**src/rtl/muldiv_sequencer.sv**
```systemverilog
// Iterative RV32M multiply/divide unit: one radix-2 shift/add-subtract datapath
// sequenced by a small FSM that stalls F/D/E until the result is registered.
module muldiv_sequencer #(
  parameter int XLEN      = 32,
  parameter bit ZERO_FAST = 1'b1
) (
  input  logic            clk,
  input  logic            rst,
  input  logic            StartE,
  input  logic            FlushE,
  input  logic [2:0]      Funct3E,
  input  logic [XLEN-1:0] SrcAE,
  input  logic [XLEN-1:0] SrcBE,
  input  logic [4:0]      RdE,
  output logic            StallMD,
  output logic            BusyMD,
  output logic            DoneMD,
  output logic [XLEN-1:0] ResultMD,
  output logic [4:0]      RdMD
);

  localparam int CW = $clog2(XLEN);

  typedef enum logic [2:0] {IDLE, PREP, CALC, FIX, DONE} state_t;

  state_t              state_q;
  logic [CW-1:0]       cnt_q;
  logic [XLEN-1:0]     opA_q, opB_q;
  logic [2:0]          funct_q;
  logic [4:0]          rdPend_q, rd_q;
  logic [2*XLEN-1:0]   acc_q;
  logic [XLEN-1:0]     result_q;
  logic                done_q;
  logic                negRes_q;
  logic                divZero_q;

  logic                isDiv, aSigned, bSigned, signA, signB;
  logic [XLEN-1:0]     aMag_d, bMag_d;
  logic                negRes_d, divZero_d;
  logic [CW-1:0]       bitIdx;
  logic [2*XLEN-1:0]   mulAdd, mulNext, acc_d;
  logic [XLEN:0]       remShift, remDiff;
  logic                qBit;
  logic [XLEN-1:0]     remNext;
  logic [2*XLEN-1:0]   prodSigned;
  logic [XLEN-1:0]     quoMag, remMag, result_d;

  // Operand decode and magnitude/sign preparation, consumed in PREP.
  always_comb begin
    isDiv     = funct_q[2];
    aSigned   = isDiv ? ~funct_q[0] : (funct_q[1:0] == 2'b01 || funct_q[1:0] == 2'b10);
    bSigned   = isDiv ? ~funct_q[0] : (funct_q[1:0] == 2'b01);
    signA     = aSigned & opA_q[XLEN-1];
    signB     = bSigned & opB_q[XLEN-1];
    aMag_d    = signA ? -opA_q : opA_q;
    bMag_d    = signB ? -opB_q : opB_q;
    negRes_d  = (isDiv && funct_q[1]) ? signA : (signA ^ signB);
    divZero_d = isDiv && (opB_q == '0);
  end

  // One radix-2 step: MSB-first shift-add for multiply, restoring step for divide.
  always_comb begin
    bitIdx   = CW'(XLEN-1) - cnt_q;
    mulAdd   = opB_q[bitIdx] ? {{XLEN{1'b0}}, opA_q} : '0;
    mulNext  = {acc_q[2*XLEN-2:0], 1'b0} + mulAdd;
    remShift = {acc_q[2*XLEN-1:XLEN], opA_q[bitIdx]};
    remDiff  = remShift - {1'b0, opB_q};
    qBit     = ~remDiff[XLEN];
    remNext  = qBit ? remDiff[XLEN-1:0] : remShift[XLEN-1:0];
    acc_d    = isDiv ? {remNext, acc_q[XLEN-2:0], qBit} : mulNext;
  end

  // Sign fix-up and result word selection; divide-by-zero overrides the datapath.
  always_comb begin
    prodSigned = negRes_q ? -acc_q : acc_q;
    quoMag     = acc_q[XLEN-1:0];
    remMag     = divZero_q ? opA_q : acc_q[2*XLEN-1:XLEN];
    result_d   = '0;
    case (funct_q)
      3'b000:                 result_d = prodSigned[XLEN-1:0];
      3'b001, 3'b010, 3'b011: result_d = prodSigned[2*XLEN-1:XLEN];
      3'b100, 3'b101:         result_d = divZero_q ? '1 : (negRes_q ? -quoMag : quoMag);
      default:                result_d = negRes_q ? -remMag : remMag;
    endcase
  end

  always_ff @(posedge clk or posedge rst) begin
    if (rst) begin
      state_q   <= IDLE;
      cnt_q     <= '0;
      opA_q     <= '0;
      opB_q     <= '0;
      funct_q   <= '0;
      rdPend_q  <= '0;
      rd_q      <= '0;
      acc_q     <= '0;
      result_q  <= '0;
      done_q    <= 1'b0;
      negRes_q  <= 1'b0;
      divZero_q <= 1'b0;
    end else if (FlushE) begin
      state_q <= IDLE;
      done_q  <= 1'b0;
    end else begin
      case (state_q)
        IDLE: begin
          done_q <= 1'b0;
          if (StartE) begin
            opA_q    <= SrcAE;
            opB_q    <= SrcBE;
            funct_q  <= Funct3E;
            rdPend_q <= RdE;
            state_q  <= PREP;
          end
        end
        PREP: begin
          opA_q     <= aMag_d;
          opB_q     <= bMag_d;
          negRes_q  <= negRes_d;
          divZero_q <= divZero_d;
          acc_q     <= '0;
          cnt_q     <= '0;
          state_q   <= (divZero_d && ZERO_FAST) ? FIX : CALC;
        end
        CALC: begin
          acc_q <= acc_d;
          cnt_q <= cnt_q + 1'b1;
          if (cnt_q == CW'(XLEN-1)) state_q <= FIX;
        end
        FIX: begin
          result_q <= result_d;
          rd_q     <= rdPend_q;
          done_q   <= 1'b1;
          state_q  <= DONE;
        end
        DONE: begin
          done_q  <= 1'b0;
          state_q <= IDLE;
        end
        default: begin
          done_q  <= 1'b0;
          state_q <= IDLE;
        end
      endcase
    end
  end

  assign StallMD  = (state_q == IDLE && StartE && !FlushE) ||
                    state_q == PREP || state_q == CALC || state_q == FIX;
  assign BusyMD   = (state_q != IDLE);
  assign DoneMD   = done_q;
  assign ResultMD = result_q;
  assign RdMD     = rd_q;

endmodule

```
**config.mk**
```make
export PLATFORM = sky130hd
export DESIGN_NAME = muldiv_sequencer
export DESIGN_NICKNAME = d
export VERILOG_FILES = /design/src/rtl/muldiv_sequencer.sv
export SDC_FILE = /design/constraint.sdc
export NUM_CORES = 1
export LEC_CHECK = 0
export ABC_AREA = 1
export BUFFER_PORTS_ARGS = -buffer_cell sky130_fd_sc_hd__buf_2
export CAP_MARGIN = 40
export CELL_PAD_IN_SITES_DETAIL_PLACEMENT = 1
export CELL_PAD_IN_SITES_GLOBAL_PLACEMENT = 1
export CORE_MARGIN = 5
export CORE_UTILIZATION = 44
export DETAILED_ROUTE_END_ITERATION = 10
export PLACE_DENSITY_LB_ADDON = 0.1
export SETUP_SLACK_MARGIN = 0.02
export SYNTH_ARGS = -nofsm -noshare
export SYNTH_HDL_FRONTEND = slang
export SYNTH_SLANG_ARGS = --single-unit
```
**constraint.sdc**
```tcl
create_clock -name clk -period 7.6 [get_ports clk]
set_input_delay 1.52 -clock clk [delete_from_list [all_inputs] [get_ports clk]]
set_output_delay 1.52 -clock clk [all_outputs]
set_load 0.01 [all_outputs]
```
==> results.sh, run 1 <==
export IMPL_die_w_um=232
export IMPL_layout_drive_gt1_share_pct=7.32
export IMPL_hold_class="reg -> reg"
export IMPL_place_congestion=1.03
export IMPL_slowest_stage="dfrtp_1"
export IMPL_ir_drop_v=0.000235
export IMPL_diodes=0
export IMPL_max_stage_delay_ns=0.64
export IMPL_cp_arrival_ns=5.29
export IMPL_die_h_um=232
export IMPL_nNetsFinal=4046
export IMPL_required_ns=7.98
export IMPL_cts_tree="yes"
export IMPL_dr_pass1_iters=5
export IMPL_io_pins=116
export IMPL_synth_area_leaders="nand2_1, dfrtp_1, inv_1, nand3_1, nor2_1"
export IMPL_worst_pin_slew_ns=0.914
export IMPL_postCtsSetupBuffers=0
export IMPL_synth_fp_nets=4012
export IMPL_r2r_setup_slack_ns=2.70
export IMPL_synth_top_area_share_pct=23.2
export IMPL_wl_per_cell_um=22.6
export IMPL_start_util_pct=44.3
export IMPL_critPathMostFrequentCell="nand3_1"
export IMPL_synthFlopType="dfrtp_1"
export IMPL_clkTransAtPathRegs_ns=0.08
export IMPL_maxSlewViolCount=0
export IMPL_mostFrequentLayoutCell="nand2_1"
export IMPL_min_period_ns=4.90
export IMPL_tns_ns=0
export IMPL_drt_total_wl_mm=103
export IMPL_first_global_vias=25800
export IMPL_synthCells=3861
export IMPL_slew_limit_headroom_pct=39.1
export IMPL_yosys_register_bits=184
export IMPL_fillCellCount=7160
export IMPL_hold_viol_final=0
export IMPL_final_core_util_pct=47.7
export IMPL_post_route_period_util_pct=64.5
export IMPL_yosys_area_top_type="nand2_1"
export IMPL_ys_async_sr_fraction_pct=100
export IMPL_ff2ff_path_depth=24
export IMPL_cts_sinks=184
export IMPL_min_delay_start="RdMD[3]"
export IMPL_drcViolationCount=0
export IMPL_antenna_found_initial=2
export IMPL_crit_fanout=31
export IMPL_dieArea_um2=53600
export IMPL_worstHoldPathCells=2
export IMPL_r2r_end="acc_q[61]"
export IMPL_finClkSkew_ns=0.0249
export IMPL_portBuffers=115
export IMPL_r2r_start="cnt_q[0]"
export IMPL_setup_viol=0
export IMPL_end_kind="register"
export IMPL_viasPerCell=5.78
export IMPL_critical_path_class="reg -> reg"
export IMPL_cts_root_buffer="clkbuf_16"
export IMPL_synth_edf_count=0
export IMPL_power_density_nw_per_um2=469
export IMPL_postCtsHoldBufs=0
export IMPL_worstHoldEndpoint="RdMD[3]"
export IMPL_power_mw=10.9
export IMPL_avgSynthCellArea_um2=5.59
export IMPL_place_ws_ns=2.84
export IMPL_ctsResizeCount=0
export IMPL_clk_latency_ns=0.52
export IMPL_grt_usage_pct=37.7
export IMPL_syn_to_final_growth_pct=7.69
export IMPL_syn_cell_area_um2=21600
export IMPL_max_cap_violations=0
export IMPL_rows=81
export IMPL_synth_seq_area_share_pct=21.3
export IMPL_drtAntennaViolNets=0
export IMPL_grt_first_pass_wirelength_mm=156
export IMPL_start_kind="register"
export IMPL_cts_buffers=17
export IMPL_outcome="completed"
export IMPL_cp_cell_sequence="buf_8 -> inv_1 -> a21oi_1 -> o21ai_0 -> nand3_1 -> nand3_1 -> nand4_1 -> nand2_1 -> buf_4 -> nor2_1 -> ha_1 -> fa_1 -> nand3_1 -> nand3_1 -> nand3_1 -> nand3_1 -> nand2_1 -> nand2_1 -> nand2_1 -> nand2_1 -> nand2_1 -> nand3_1 -> nand3_1 -> nand2_1"
export IMPL_htree_levels=4
export IMPL_rsz0062_at_grt="false"
export IMPL_cts_buffer_depth=2
export IMPL_synth_cell_types=51
export IMPL_core_um2=48700
export IMPL_fmax_mhz=204
export IMPL_ys_warn_count=0
export IMPL_dp_hpwl_mm=81.6
export IMPL_worst_slack_ns=2.70
export IMPL_p_leak_nw=12.6
export IMPL_grt_start_max_net_pins=111
export IMPL_final_cell_mix="nand2_1, inv_1, nor2_1, nand3_1, o21ai_0"
export IMPL_num_vias=26400
export IMPL_overflow=0
export IMPL_detail_route_iter0_violations=2782
-- synth_stat cells, types with 20 or more instances --
cell type	n
nand4_1	49
nor3_1	40
clkbuf_1	52
a22oi_1	31
dfrtp_1	184
nand3_1	375
o211ai_1	30
o22ai_1	20
xor2_1	72
o21ai_1	32
a21oi_1	135
ha_1	73
nor2_2	20
inv_1	534
nor2_1	445
nand2_1	1337
buf_2	58
o21ai_0	189
-- metrics by stage --
step                      hold slack [ns]  std cells  instance area (µm²)
after floorplan                     0.442       3861                21600
after global placement              0.449       4535                22600
after detailed placement            0.454       4540                22700
after CTS                           0.474       4572                23300
after global routing                0.495       4572                23300
final                               0.474       4572                23300
-- cell type report --
type / instances / area [µm²] / area share [%]
clock buffer: 17 / 425 / 1.83
clock inverter: 15 / 178 / 0.764
inverter: 556 / 2100 / 9.01
multi-input combinational: 2986 / 14200 / 61.2
sequential: 184 / 4610 / 19.8
tap: 664 / 831 / 3.57
timing repair buffer: 150 / 896 / 3.85
-- sequential cells by signal (all words and copies together) (netlist names) --
| register | count |
|---|---|
| negRes_q | 1 |
| opA_q | 32 |
| opB_q | 32 |
| DoneMD | 1 |
| funct_q | 3 |
| cnt_q | 5 |
| divZero_q | 1 |
| state_q | 3 |
| rdPend_q | 5 |
| RdMD | 5 |
| ResultMD | 32 |
| acc_q | 64 |
-- cells by family (layout without fill, tap and decap cells) --
| logic type | after synthesis | after routing | synth area share [%] |
|---|---|---|---|
| DFF | 184 | 184 | 21.3 |
| xor gates and xnor gates | 82 | 82 | 3.32 |
| AOI/OAI and AO/OA | 482 | 482 | 12.6 |
| and+or+nand+nor | 2347 | 2347 | 45.5 |
| buffers and inverters | 691 | 738 | 12.9 |
| adders and majority gates | 75 | 75 | 4.41 |
-- worst max path at each step --
| stage | slack, ns | depth (start not counted) | startpoint | end |
|---|---|---|---|---|
| 2_1_floorplan | 1.08 | 1 | rst | DoneMD |
| 3_3_place_gp | 2.48 | 22 | cnt_q[0] | acc_q[41] |
| 3_5_place_dp | 2.84 | 22 | cnt_q[0] | acc_q[21] |
| 4_1_cts | 2.81 | 24 | cnt_q[0] | acc_q[61] |
| 5_1_grt | 2.38 | 26 | cnt_q[0] | acc_q[57] |
| 6_report | 2.70 | 24 | cnt_q[0] | acc_q[61] |
-- metal layers --
metal	share of wire, %	wire length, µm	track usage, %
met2	43	44700	58.2
met4	4.8	4960	15.9
met1	43	44400	52.1
met5	0.026	27	0
met3	9.1	9390	6.87
-- critical path, delay by kind of cell (launching register included) --
kind,cells,cell delay (ns)
AND/OR/NAND/NOR,17,1.96
flip-flops,1,0.64
AO/OA/AOI/OAI,2,0.25
adder cells (fa/ha/maj),2,0.75
buffers and inverters,3,1.13
-- report_power, final --
| part | switching (mW) | internal [mW] | leakage (nW) |
|---|---|---|---|
| registers | 0.684 | 1.37 | 2.34 |
| logic | 5.66 | 2.23 | 10.0 |
| clock network | 0.506 | 0.470 | 0.293 |
Note: power is estimated with default switching activity, not from simulation.
==> run 2, diff against run 1 <==
ABC_AREA = 0   (was 1)
CORE_UTILIZATION = 47   (was 44)
clock period = 4.9 ns   (was 7.6 ns; I/O delays follow)
==> run 2 against run 1 <==
  * Power grew 1.6%
  * Clock skew shrank 0.0053 ns
  * Global-route usage shrank 4.0 points
  * Design area shrank 18%
  * Routed wire length shrank 33%
  * Combinational power shrank 11%
  * Hold slack gained 0.0013 ns
  * Register-to-register slack lost 2.6 ns
  * Non-clock buffer count grew 83
  * Clock-buffer cell count grew 1
==> results.sh, run 2 <==
export IMPL_grt_usage_pct=33.8
export IMPL_cp_cell_sequence="buf_12 -> mux4_2 -> mux4_2 -> mux2i_4 -> ha_2 -> inv_1 -> fa_2 -> a211o_1 -> a21o_1 -> a21oi_2 -> o21ai_2 -> a31oi_1 -> buf_4 -> xor2_4 -> buf_8 -> nor3_1 -> a31oi_1 -> o211ai_1"
export IMPL_die_w_um=199
export IMPL_avgSynthCellArea_um2=7.91
export IMPL_synthMuxAreaShare_pct=5.52
export IMPL_hold_viol_final=0
export IMPL_required_ns=5.23
export IMPL_worst_slack_ns=0.116
export IMPL_io_pins=116
export IMPL_layout_drive_gt1_share_pct=16.5
export IMPL_core_um2=35400
export IMPL_crit_fanout=15
export IMPL_synth_top_area_share_pct=27.5
export IMPL_cts_root_buffer="clkbuf_16"
export IMPL_largest_register="acc_q"
export IMPL_place_congestion=0.953
export IMPL_synth_fp_nets=2266
export IMPL_power_mw=11.1
export IMPL_min_period_ns=4.78
export IMPL_largest_register_ff_count=64
export IMPL_synth_compound_area_share_pct=26.6
export IMPL_clk_latency_ns=0.48
export IMPL_ys_warn_count=0
export IMPL_critical_path_class="reg -> reg"
export IMPL_rows=69
export IMPL_synth_edf_count=0
export IMPL_drt_total_wl_mm=69.0
export IMPL_ir_drop_v=0.000302
export IMPL_synthFlopType="dfrtp_1"
export IMPL_grt_first_pass_wirelength_mm=104
export IMPL_first_global_vias=17900
export IMPL_yosys_register_bits=184
export IMPL_synth_xor_area_share_pct=9.10
export IMPL_antenna_found_initial=4
export IMPL_ff2ff_path_depth=18
export IMPL_wl_per_cell_um=25.7
export IMPL_crit_start="cnt_q[0]"
export IMPL_num_vias=17900
export IMPL_synth_area_leaders="dfrtp_1, xnor2_1, ha_1, a21oi_1, nand2_1"
export IMPL_clkTransAtPathRegs_ns=0.08
export IMPL_detail_route_iter0_violations=1461
export IMPL_maxSlewViolCount=0
export IMPL_dp_hpwl_mm=50.7
export IMPL_syn_to_final_growth_pct=14.1
export IMPL_start_kind="register"
export IMPL_rsz0062_at_grt="true"
export IMPL_synth_cell_types=81
export IMPL_final_core_util_pct=54.0
export IMPL_grt_start_max_net_pins=89
export IMPL_dieArea_um2=39500
export IMPL_finClkSkew_ns=0.0196
export IMPL_max_cap_violations=0
export IMPL_viasPerCell=6.67
export IMPL_syn_cell_area_um2=16700
export IMPL_ys_async_sr_fraction_pct=100
export IMPL_cts_buffers=17
export IMPL_synthSimpleGateAreaFrac_pct=20.3
export IMPL_setup_viol=0
export IMPL_min_delay_start="RdMD[2]"
export IMPL_nNetsFinal=2357
export IMPL_start_util_pct=47.3
export IMPL_drcViolationCount=0
export IMPL_portBuffers=115
export IMPL_postCtsHoldBufs=0
export IMPL_synth_seq_area_share_pct=27.5
export IMPL_die_h_um=199
export IMPL_power_density_nw_per_um2=581
export IMPL_drtAntennaViolNets=0
export IMPL_worst_pin_slew_ns=0.929
export IMPL_place_ws_ns=-0.238
export IMPL_cp_arrival_ns=5.12
export IMPL_synth_top_family_by_area="compound AO/OA/AOI/OAI gates"
export IMPL_outcome="completed"
export IMPL_synthCells=2115
export IMPL_r2r_start="cnt_q[0]"
export IMPL_dr_pass1_iters=6
export IMPL_htree_levels=4
export IMPL_end_kind="register"
export IMPL_yosys_area_share_adder_pct=5.70
export IMPL_overflow=0
export IMPL_worstHoldPathCells=2
export IMPL_slew_limit_headroom_pct=38.1
export IMPL_final_cell_mix="nand2_1, dfrtp_1, a21oi_1, o21ai_0, nor2_1"
export IMPL_cts_sinks=184
export IMPL_hold_class="reg -> reg"
export IMPL_mostFrequentLayoutCell="nand2_1"
export IMPL_fmax_mhz=209
export IMPL_max_stage_delay_ns=0.54
export IMPL_slowest_stage="mux4_2"
export IMPL_yosys_area_top_type="dfrtp_1"
export IMPL_cts_tree="yes"
export IMPL_p_leak_nw=8.06
export IMPL_cts_buffer_depth=2
export IMPL_post_route_period_util_pct=97.6
export IMPL_synth_common_cells="nand2_1, dfrtp_1, a21oi_1"
export IMPL_synth_most_common_cell="nand2_1"
[run 2: cells by family after synthesis]
kind of cell | Yosys count
fa+ha+maj | 75
simple gates | 698
mux | 67
xor+xnor | 174
flops | 184
buf+inv | 229
compound gates | 688
[run 2: repair_timing]
action | in CTS | in global routing
buffers inserted | 1 | 11
setup endpoints to repair | 33 | 36
cloned | 0 | 1
pin swaps | 1 | 11
gates resized for setup | 8 | 54
[run 2: critical path: cells and delay by family, from the launching register on]
family / cells / cell delay, ns
multiplexers: 3 / 1.31
AND/OR/NAND/NOR: 1 / 0.07
flip-flops: 1 / 0.45
AO/OA/AOI/OAI: 7 / 1.45
XOR/XNOR: 1 / 0.21
adder cells (fa/ha/maj): 2 / 0.58
buffers and inverters: 4 / 0.57
[run 2: final timing paths]
path	slack, ns	to
hold reg to reg	0.48	RdMD[2]
setup / recovery	0.12	acc_q[47]
hold / removal	0.48	RdMD[2]
setup reg to reg	0.12	acc_q[47]
max in group asynchronous	3.21	acc_q[24]
min in group asynchronous	0.65	opB_q[2]
[run 2: power breakdown]
group / internal [mW] / switching (mW) / leakage, nW
clock: 0.725 / 0.740 / 0.285
sequential: 1.94 / 0.659 / 2.37
combinational: 2.81 / 4.22 / 5.41
[run 2: area by class of cell]
class	count	area, µm²
Inverter	68	259
Timing Repair Buffer	233	1570
Tap cell	461	577
Clock inverter	14	158
Sequential cell	184	4610
Antenna cell	2	5.00
Multi-Input combinational cell	1702	11500
Fill cell	4296	16300
Clock buffer	18	429
[run 2: per-layer routing]
| layer | global-route usage [%] | vias to the layer above | part of all wire [%] | wire (µm) |
|---|---|---|---|---|
| met3 | 8.77 | 157 | 9.3 | 6410 |
| met5 | 0 | - | 0 | 0 |
| met4 | 11.8 | 0 | 3.7 | 2530 |
| met2 | 51.9 | 805 | 44 | 30600 |
| li1 | - | 7969 | - | - |
| met1 | 46.3 | 8965 | 43 | 29400 |
[run 2: metrics by stage]
step | instances | instance area, µm² | TNS [ns] | hold WS, ns
3_3_place_gp | 2634 | 18200 | -0.143 | 0.446
3_5_place_dp | 2635 | 18200 | -3.21 | 0.462
2_1_floorplan | 2115 | 16800 | 0 | 0.439
6_report | 2682 | 19100 | 0 | 0.475
4_1_cts | 2668 | 18800 | 0 | 0.481
5_1_grt | 2680 | 19100 | -0.0977 | 0.502
